[config.mk]
export PLATFORM = sky130hd
export DESIGN_NAME = pipeline_hazard_ctrl
export DESIGN_NICKNAME = d
export VERILOG_FILES = /design/src/rtl/pipeline_hazard_ctrl.sv
export SDC_FILE = /design/constraint.sdc
export NUM_CORES = 1
export LEC_CHECK = 0
export CORE_UTILIZATION = 44
export DETAILED_ROUTE_END_ITERATION = 8
export PLACE_DENSITY_LB_ADDON = 0.2
export SYNTH_ARGS = -nofsm -noshare
export SYNTH_HDL_FRONTEND = slang
export SYNTH_SLANG_ARGS = --single-unit
[constraint.sdc]
create_clock -name clk -period 1.9 [get_ports clk]
set_input_delay 0.285 -clock clk [delete_from_list [all_inputs] [get_ports clk]]
set_output_delay 0.285 -clock clk [all_outputs]
set_load 0.02 [all_outputs]
[src/rtl/pipeline_hazard_ctrl.sv]
// ---------------------------------------------------------------------------
// pipeline_hazard_ctrl
//
// Hazard and stall controller for a five-stage in-order pipeline. It combines
// three sources of pipeline control into one set of enables and flushes:
//   - data-memory wait states (freeze of the whole pipe while MEM is busy),
//     with a timeout that parks the controller in an absorbing error state
//   - taken branches resolved in EX (flush the two younger instructions)
//   - load-use hazards (hold PC and IF/ID for one cycle, bubble into EX)
//
// All control outputs are combinational from the current state and inputs,
// so the pipeline reacts in the same cycle the condition is seen. The two
// performance counters are registered and saturate.
//
// Parameters
//   TIMEOUT          MEMWAIT cycles allowed before a memory timeout (2..255)
//
// Ports
//   clk              single clock, rising edge
//   rst_n            synchronous active-low reset
//   IF_ID_rs1/rs2    source registers of the instruction in ID
//   ID_EX_rd         destination register of the instruction in EX
//   ID_EX_MemRead    instruction in EX is a load
//   EX_branch_taken  branch/jump resolved taken in EX this cycle
//   mem_req          MEM stage is issuing a data-memory access
//   mem_ready        data memory completes the access this cycle
//   pc_write         PC load enable
//   IF_ID_write      IF/ID register load enable
//   IF_ID_flush      bubble into IF/ID
//   ID_EX_flush      bubble into ID/EX
//   EX_MEM_hold      freeze EX/MEM and MEM/WB
//   mem_err          memory-timeout flag, held until reset
//   stall_count      cycles with pc_write=0, saturating
//   flush_count      cycles with a branch flush, saturating
//
// State table
//   state   | meaning
//   RUN     | normal flow; branch and load-use rules apply
//   MEMWAIT | data access outstanding; pipe frozen until mem_ready
//   ERR     | memory timed out; pipe frozen, mem_err=1, left only by reset
// ---------------------------------------------------------------------------
module pipeline_hazard_ctrl #(
    parameter int TIMEOUT = 255
) (
    input  logic        clk,
    input  logic        rst_n,
    input  logic [4:0]  IF_ID_rs1,
    input  logic [4:0]  IF_ID_rs2,
    input  logic [4:0]  ID_EX_rd,
    input  logic        ID_EX_MemRead,
    input  logic        EX_branch_taken,
    input  logic        mem_req,
    input  logic        mem_ready,
    output logic        pc_write,
    output logic        IF_ID_write,
    output logic        IF_ID_flush,
    output logic        ID_EX_flush,
    output logic        EX_MEM_hold,
    output logic        mem_err,
    output logic [15:0] stall_count,
    output logic [15:0] flush_count
);

    typedef enum logic [1:0] {
        RUN     = 2'd0,
        MEMWAIT = 2'd1,
        ERR     = 2'd2
    } state_t;

    // Last wait_cnt value that is still tolerated in MEMWAIT.
    localparam logic [7:0] WAIT_LAST = 8'(TIMEOUT - 1);

    state_t     state;
    logic [7:0] wait_cnt;

    logic freeze;
    logic load_use;
    logic branch_flush;

    // Freeze covers both the first cycle of a missed access (still in RUN)
    // and every MEMWAIT cycle without ready. A MEMWAIT cycle with ready
    // falls through to the RUN rules.
    assign freeze = ((state == RUN) && mem_req && !mem_ready) ||
                    ((state == MEMWAIT) && !mem_ready);

    // x0 never carries a value, so a load into x0 cannot create a hazard.
    assign load_use = ID_EX_MemRead && (ID_EX_rd != 5'd0) &&
                      ((ID_EX_rd == IF_ID_rs1) || (ID_EX_rd == IF_ID_rs2));

    assign branch_flush = rst_n && (state != ERR) && !freeze && EX_branch_taken;

    always_comb begin
        pc_write    = 1'b1;
        IF_ID_write = 1'b1;
        IF_ID_flush = 1'b0;
        ID_EX_flush = 1'b0;
        EX_MEM_hold = 1'b0;
        mem_err     = 1'b0;

        if (!rst_n) begin
            // Hold fetch and keep bubbles in the front end while in reset.
            pc_write    = 1'b0;
            IF_ID_write = 1'b0;
            IF_ID_flush = 1'b1;
            ID_EX_flush = 1'b1;
        end else if (state == ERR) begin
            pc_write    = 1'b0;
            IF_ID_write = 1'b0;
            EX_MEM_hold = 1'b1;
            mem_err     = 1'b1;
        end else if (freeze) begin
            pc_write    = 1'b0;
            IF_ID_write = 1'b0;
            EX_MEM_hold = 1'b1;
        end else if (EX_branch_taken) begin
            // The flushed instruction in ID is wrong-path, so any load-use
            // hazard it shows is irrelevant.
            IF_ID_flush = 1'b1;
            ID_EX_flush = 1'b1;
        end else if (load_use) begin
            // Single-cycle bubble: the bubble itself clears ID_EX_MemRead
            // next cycle, so nothing needs to be remembered here.
            pc_write    = 1'b0;
            IF_ID_write = 1'b0;
            ID_EX_flush = 1'b1;
        end
    end

    always_ff @(posedge clk) begin
        if (!rst_n) begin
            state       <= RUN;
            wait_cnt    <= 8'd0;
            stall_count <= 16'd0;
            flush_count <= 16'd0;
        end else begin
            case (state)
                RUN: begin
                    if (mem_req && !mem_ready) begin
                        state    <= MEMWAIT;
                        wait_cnt <= 8'd0;
                    end
                end
                MEMWAIT: begin
                    if (mem_ready) begin
                        state <= RUN;
                    end else if (wait_cnt == WAIT_LAST) begin
                        state <= ERR;
                    end else begin
                        wait_cnt <= wait_cnt + 8'd1;
                    end
                end
                ERR: begin
                    state <= ERR;
                end
                default: begin
                    state <= RUN;
                end
            endcase

            if (!pc_write && (stall_count != 16'hFFFF)) begin
                stall_count <= stall_count + 16'd1;
            end

            if (branch_flush && (flush_count != 16'hFFFF)) begin
                flush_count <= flush_count + 16'd1;
            end
        end
    end

endmodule

# --- After elaboration in Yosys (flattened, before gate mapping) ---
# Cells that the tools add are included.
totals:
  wordCells: 67
  input_bits: 21
  reg_bits: 42
  output_inout_bits: 38
op_classes:
  mux: 27
  n_eq_ne: 12
  n_reduce_logical: 21
  addsub: 3
op_table:
  columns: ["cell", "n"]
  rows:
  - ["16-bit by 1-bit adder with 16-bit output, second input constant", 2]
  - ["16-bit != test, second input constant", 2]
  - ["8-bit two-way mux", 3]
  - ["1-bit two-way mux", 19]
  - ["8-bit one-hot mux with 2 select lines", 1]
  - ["1-bit logical AND", 11]
  - ["5-bit equality test", 2]
  - ["8-bit by 1-bit adder with 8-bit output, second input constant", 1]
  - ["8-bit equality test, second input constant", 1]
  - ["2-bit two-way mux", 3]
  - ["2-bit != test, second input constant", 3]
  - ["2-bit one-hot mux with 3 select lines", 1]
  - ["5-bit nonzero test", 1]
  - ["4-bit AND reduction", 1]
  - ["1-bit zero test", 3]
  - ["3-bit by 2-bit != test with 1-bit output, second input constant", 1]
  - ["2-bit by 1-bit equality test with 1-bit output, second input constant", 1]
  - ["2-bit equality test, second input constant", 1]
  - ["2-bit zero test", 1]
  - ["1-bit logical OR", 2]
  - ["2-bit by 1-bit != test with 1-bit output, second input constant", 1]
  - ["2-bit AND reduction", 1]
  - ["2-bit nonzero test", 1]

# --- Depth between registers and ports, before layout ---
# Gate-level depths: netlist (run 1).
depth:
  word_depth: 10
  depth_mapped: 8
  ltp_nobuf: 8

# --- Worst setup path before layout (run 1) ---
# Ideal clock, no wire load.
synth_path:
  path_type: "reg-to-reg"
  startpoint: "reg wait_cnt[0]"
  endpoint: "reg wait_cnt[5]"
  n_path_buf: 0
  setup_time_ps: 118
  required_time_ps: 1782
  stages_incl_launch_ff: 9
  synth_period_minus_slack_ps: 1981
  setup_slack_ps: -81
  t_arrival_ps: 1862
  cell_sequence: "dfxtp_1 inv_1 ha_1 and3_1 and3_1 a211oi_1 nand4_1 xor2_1 nor2_1"
synth_between:
  elab_chain_cells: 4
  word_cells_on_any_way: 7
  cone_classes: "add/sub: 1; eq/ne: 2; mux: 3; reduce/logical: 1"
synth_rtl:
  columns: ["element", "line", "text"]
  rows:
  - ["start: declaration", "74", "logic [7:0] wait_cnt;"]
  - ["start signal: assignment", "149", "wait_cnt <= wait_cnt + 8'd1;"]
  - ["8-bit by 1-bit adder with 8-bit output", "149", null]
  - ["8-bit two-way mux", "146", "end else if (wait_cnt == WAIT_LAST) begin"]
  - ["8-bit two-way mux", "144", "if (mem_ready) begin"]
  - ["8-bit one-hot mux with 2 select lines", "136", "case (state)"]
# Parallel ways exist; a longest one is shown, timed or not. The select of a mux whose other input is x is not followed.
# A chain may end at the register's enable or synchronous reset.

# --- Worst setup path after layout (run 1) ---
layout_path:
  startpoint: "in IF_ID_rs2[3]"
  endpoint: "reg stall_count[10]"
layout_between:
  elab_chain_cells: 10
layout_rtl:
  columns: ["element", "line", "text"]
  rows:
  - ["start: declaration", "48", "input logic [4:0] IF_ID_rs2,"]
  - ["5-bit equality test", "88", "((ID_EX_rd == IF_ID_rs1) || (ID_EX_rd == IF_ID_rs2));"]
  - ["1-bit logical OR", "88", null]
  - ["1-bit logical AND", "87", "assign load_use = ID_EX_MemRead && (ID_EX_rd != 5'd0) &&"]
  - ["1-bit two-way mux", "120", "end else if (load_use) begin"]
  - ["1-bit two-way mux", "115", "end else if (EX_branch_taken) begin"]
  - ["1-bit two-way mux", "111", "end else if (freeze) begin"]
  - ["1-bit two-way mux", "106", "end else if (state == ERR) begin"]
  - ["1-bit two-way mux", "100", "if (!rst_n) begin"]
  - ["1-bit zero test", "160", "if (!pc_write && (stall_count != 16'hFFFF)) begin"]
  - ["1-bit logical AND", "160", null]
  - ["end signal: assignment", "161", "stall_count <= stall_count + 16'd1;"]
  - ["end: declaration", "60", "output logic [15:0] stall_count,"]
# No other way between the ends.

==> impl_metrics.ini, run 1 <==
[cts]
cts_root_buffer = clkbuf_8
clk_latency_ns = 0.29
cts_tree = yes
cts_buffers = 5
cts_buffer_depth = 2
ctsHoldBuffers = 0
path_clk_slew_ns = 0.07
h-tree-depth = 2
clkSinkCount = 42

[pwr]
power.leakage_nw = 1.28
p_switching_w = 0.000436
swShare_pct = 23.2
max-vdd-ir-drop_v = 0.000505
clockPowerShare_pct = 36.3
pwr-share-seq_pct = 47.8
p_per_area_mw_per_mm2 = 548
p_int_w = 0.00144
p_comb_share_pct = 15.9
total_power_w = 0.00188

[cells_and_area]
seq_area_um2 = 845
layout.cells.non_filler = 431
final_cell_mix = dfxtp_1, buf_4, clkdlybuf4s50_1
diodes = 0
final_common_cell = dfxtp_1
drive_above_1_share_pct = 23.6
area_delta_synth_final_pct = 54.5
nFillCells = 376
multi_input_area_mm2 = 0.00141
finalNetCount = 388

[drt]
wire_per_inst_um = 13.5
via_per_inst = 5.30
wl_met3_um = 334
routed_wirelength_um = 5840
drc_errors = 0
drt-met1-wl_um = 2750
top_layer = met4
vias = 2284
drt-initial-drc-count = 107
ant_nets = 0
first_pass_iters = 4
met2_length_um = 2710

[worst_setup_path]
cp_top_family = buffers and inverters
cp_data_required_time_ns = 2.11
cp_slowest_stage_delay_ns = 0.33
critPathMaxFanout = 7
slowest_stage = o31a_4
path_cells = dlygate4sd2_1 -> xor2_1 -> nor3_2 -> a22oi_2 -> o31a_4 -> buf_12 -> buf_16 -> nor3b_1 -> mux2i_1
timing.reg2reg.setup_slack_ns = 0.10
crit_type = in2reg
crit_buf_inv = 3
r2r_cells = 7
crit_path_start_kind = primary input
crit_arrival_ns = 2.06
cp-end-kind = flip-flop
r2r-start = stall_count[1]
rr_endpoint = stall_count[4]

[global_route]
grt_pass1_wl_um = 9350
grt_start_max_net_pins = 28
grt-ovfl-total = 0
grt_use_total_pct = 22.4
antenna_found_initial = 0
grt_pass1_vias = 2048

[die]
rows = 25
initial_core_util_pct = 46.4
die_h_um = 73.0
dieArea_mm2 = 0.00533
die_w_um = 73.0
pin_count = 59
coreArea_mm2 = 0.00479

[timing]
setup_viol = 0
worst_pin_slew_ns = 0.355
fin_worst_skew_ns = 0.00485
hold_viol_final = 0
slew_violations = 0
fin_ws_ns = 0.0525
period_needed_ns = 1.85
final.period_utilization_pct = 97.2
grt_setup_unrepaired = yes
slew_headroom_pct = 76.1
clock.fmax_ghz = 0.541

[logic_synthesis]
netlist_instances = 265
synth_warnings = 0
synth_seq_cells = 42
ys.flop_type = dfxtp_1
avgSynthCellArea_um2 = 8.38
synthArstFlopShare_pct = 0
synth_nets = 290
synth_seq_area_share_pct = 37.9
ys_types = 41
synth_enable_flop_cells = 0
syn_area_mm2 = 0.00222

[min_path]
hold_depth = 2
holdPathEnd = stall_count[9]
min_path_type = reg2reg
hold_path.startpoint = stall_count[9]

[placed_design]
numPortBuffers = 58
dp_hpwl_um = 3980
post-place-ws_ns = -0.695
routabilityCongestion = 0.799
numPlacedInstances = 418

[run_status]
status = finished clean

[run]
drv_cap = 0
[cells in the mapped netlist (2+ instances only)]
library cell	instances	area (um2)
a211oi_1	2	15.0
nand2_1	20	75.1
nor3b_1	5	37.5
or4_1	8	60.1
ha_1	4	50.1
nor2_1	30	113
nand3_1	11	55.1
or3_1	9	56.3
o31ai_1	7	52.6
buf_6	2	22.5
clkbuf_1	5	18.8
xor2_1	19	166
o21ai_0	13	65.1
and3_1	10	62.6
and2_1	2	12.5
o21bai_1	2	15.0
nand2b_1	6	37.5
o21a_1	3	22.5
xnor2_1	6	52.6
nand4_1	10	62.6
buf_2	2	10.0
dfxtp_1	42	841
mux2i_1	6	60.1
inv_1	6	22.5
a21oi_1	16	80.1
nor3_1	4	20.0
[sequential cells by signal (all words and copies together), names as in the netlist]
register / cells
flush_count: 16
state: 2
wait_cnt: 8
stall_count: 16
[area by class of cell]
cell class	instances	share of cell area [%]
inverter	6	0.657
sequential	42	24.6
clock inverter	1	0.876
multi-input combinational	207	41.0
clock buffer	7	2.23
tap	67	2.45
timing repair buffer	101	28.1
[layer usage]
layer  up-vias  track usage [%]
met3         4             5.52
met4         0             5.23
met2        62             34.8
met1      1072             31.2
met5         -                0
li1       1146                -
[through the flow]
| stage | TNS [ns] | hold WS [ns] | util (%) | cell area (um2) |
|---|---|---|---|---|
| 2_1_floorplan | -0.00123 | 0.472 | - | 2230 |
| 3_3_place_gp | -14.07 | 0.475 | 65.2 | 3120 |
| 3_5_place_dp | -14.98 | 0.486 | 65.2 | 3120 |
| 4_1_cts | 0 | 0.497 | 70.4 | 3370 |
| 5_1_grt | -0.0895 | 0.514 | 71.6 | 3430 |
| 6_report | 0 | 0.494 | 71.6 | 3430 |
[power groups by stage]
| stage | sequential, W | combinational, W | clock [W] |
|---|---|---|---|
| after CTS | 0.000897 | 0.000294 | 0.000699 |
| after global placement | 0.000917 | 0.000243 | 0 |
| after global routing | 0.000900 | 0.000322 | 0.000737 |
| final | 0.000899 | 0.000299 | 0.000682 |
| after detailed placement | 0.000917 | 0.000247 | 0 |
| after floorplan | 0.000930 | 0.000110 | 0 |
[timing repair]
item | CTS | global route
resized for setup | 75 | 16
setup buffers | 2 | 1
setup endpoints to repair | 26 | 27
pin swaps | 21 | 17
cloned | 2 | 0
[worst register-to-register path, delay by kind of cell (launching register included)]
kind | cells | cell delay, ns
adders and majority gates | 1 | 0.22
and+or+nand+nor | 4 | 0.84
AOI/OAI and AO/OA | 1 | 0.14
buffers and inverters | 1 | 0.19
DFF | 1 | 0.35
[worst max path at each step]
stage                        start               to  slack, ns  depth (start not counted)
floorplan           flush_count[0]   flush_count[6]     -0.001                          7
global route          IF_ID_rs2[3]   stall_count[7]      -0.05                          9
global placement       ID_EX_rd[2]      IF_ID_write      -0.70                          5
CTS                      mem_ready      IF_ID_write     0.0002                          7
detailed placement     ID_EX_rd[2]      IF_ID_write      -0.69                          5
finish                IF_ID_rs2[3]  stall_count[10]       0.05                          9
[kinds of logic (layout without fill, tap and decap cells)]
kind of cell / Yosys count / count (layout) / synth area share, %
simple gates: 123 / 123 / 29.9
compound gates: 49 / 49 / 13.7
xor+xnor: 25 / 25 / 9.86
fa+ha+maj: 4 / 4 / 2.25
mux: 6 / 6 / 2.71
flops: 42 / 42 / 37.9
buf+inv: 16 / 115 / 3.66
No activity file was read; power rests on OpenSTA's default activity.
==> run 2, diff against run 1 <==
GPL_TIMING_DRIVEN = 0   (was not set)
==> run 2 against run 1 <==
Against the previous run:
- the flow now finishes with violations (negative setup slack)
- sequential share of layout area rose by 1.9 points
- core utilization decreased by 3.5 points
- final area fell by 4.9%
- non-clock buffer count is 22 lower
- maximum frequency shrank 3.0%
- sequential cell count stayed put
- final cell count is 5.1% lower
- combinational power down 21%
- setup slack lost 0.057 ns
- critical path depth decreased by 1
==> impl_metrics.ini, run 2 (same netlist as run 1, synthesis figures left out) <==
[cells_and_area]
area_delta_synth_final_pct = 47.0
drive_above_1_share_pct = 24.3
final_cell_mix = clkdlybuf4s50_1, nor2_1, dfxtp_1
finalNetCount = 366
diodes = 0
top_regs = flush_count x16, stall_count x16, wait_cnt x8
final_common_cell = clkdlybuf4s50_1

[timing]
clock.fmax_ghz = 0.525
period_needed_ns = 1.90
setup_viol = 1
fin_ws_ns = -0.00453
slew_headroom_pct = 58.8
holdWs_ns = 0.367
worst_pin_slew_ns = 0.617
slew_violations = 0
hold_viol_final = 0
grt_setup_unrepaired = yes
final.period_utilization_pct = 100
fin_worst_skew_ns = 0.00554

[worst_setup_path]
cp_data_required_time_ns = 1.62
crit_path_start_kind = primary input
path_cells = dlygate4sd2_1 -> xor2_1 -> nor3_2 -> a22oi_2 -> o31a_1 -> buf_8 -> buf_4 -> buf_6
crit_buf_inv = 4
crit_type = in2out
critPathMaxFanout = 4
cp_top_family = buffers and inverters
cp-end-kind = output pin
crit_arrival_ns = 1.62
slowest_stage = o31a_1
cp_slowest_stage_delay_ns = 0.33

[global_route]
antenna_found_initial = 0
grt_pass1_wl_um = 8890
grt_use_total_pct = 21.2
grt_pass1_vias = 1891
grt-ovfl-total = 0
grt_start_max_net_pins = 14

[cts]
h-tree-depth = 2
cts_root_buffer = clkbuf_8
clkSinkCount = 42
cts_tree = yes
path_clk_slew_ns = 0.08
cts_buffers = 5
cts_buffer_depth = 2
clk_latency_ns = 0.29

[die]
coreArea_mm2 = 0.00479
rows = 25
pin_count = 59
initial_core_util_pct = 46.4
dieArea_mm2 = 0.00533
die_w_um = 73.0
die_h_um = 73.0

[drt]
ant_nets = 0
wire_per_inst_um = 14.0
routed_wirelength_um = 5720
drc_errors = 0
vias = 2202
drt-initial-drc-count = 115
via_per_inst = 5.38
first_pass_iters = 4

[min_path]
min_path_type = in2reg

[placed_design]
dp_hpwl_um = 3800
routabilityCongestion = 0.874
numPortBuffers = 57

[pwr]
p_int_w = 0.00156
power.leakage_nw = 1.16
pwr-share-seq_pct = 44.8
clockPowerShare_pct = 43.5
total_power_w = 0.00201
max-vdd-ir-drop_v = 0.000390
p_switching_w = 0.000453
p_comb_share_pct = 11.8
p_per_area_mw_per_mm2 = 616
swShare_pct = 22.5

[run_status]
status = complete, but fails checks
violations = negative setup slack

[run]
drv_cap = 0
-- run 2: path summary, 6_finish.rpt --
path | cells past startpoint | slack, ns | to | start
max reg2reg | 7 | 0.06 | stall_count[15] | stall_count[0]
min reg2reg | 2 | 0.48 | stall_count[9] | stall_count[9]
max | 8 | -0.005 | pc_write | IF_ID_rs2[4]
min | 3 | 0.37 | stall_count[7] | rst_n
-- run 2: per-layer routing --
layer	up-vias	track usage [%]	part of all wire, %
met5	-	0	0
met2	60	32.1	46
met3	5	6.22	6.7
met4	0	5.88	0.89
li1	1103	-	-
met1	1034	29.1	46
-- run 2: area by class of cell --
cell class / count / area [um2]
Fill cell: 399 / 1520
Clock inverter: 2 / 60.1
Multi-Input combinational cell: 207 / 1470
Sequential cell: 42 / 866
Clock buffer: 6 / 82.6
Buffer: 9 / 61.3
Timing Repair Buffer: 70 / 621
Tap cell: 67 / 83.8
Inverter: 6 / 22.5
-- run 2: timing repair --
item	CTS	global route
endpoints found under the setup margin	33	40
pin swaps	12	23
resized for setup	79	45
hold buffers	0	0
setup buffers	3	10
-- run 2: power by group through the flow --
stage / clock network (W) / logic [W] / registers (W)
after floorplan: 0 / 0.000110 / 0.000930
after global placement: 0 / 0.000219 / 0.000923
after detailed placement: 0 / 0.000221 / 0.000923
after CTS: 0.000889 / 0.000232 / 0.000904
after global routing: 0.000922 / 0.000259 / 0.000902
final: 0.000874 / 0.000236 / 0.000899
-- run 2: through the flow --
stage | setup TNS (ns) | worst slack [ns] | utilization, % | std cells | instance area [um2]
2_1_floorplan | -0.00123 | -0.00123 | - | 265 | 2230
3_3_place_gp | -14.56 | -1.06 | 60.3 | 389 | 2890
3_5_place_dp | -15.74 | -1.07 | 60.3 | 389 | 2890
4_1_cts | -0.0893 | -0.0893 | 64.7 | 400 | 3100
5_1_grt | -0.166 | -0.0748 | 68.2 | 409 | 3260
6_report | -0.00453 | -0.00453 | 68.2 | 409 | 3260
-- run 2: worst min-delay path, delay by kind of cell --
family                 cells  cell delay, ns
buffers and inverters      1            0.18
multiplexers               1            0.05
AND/OR/NAND/NOR            1            0.11
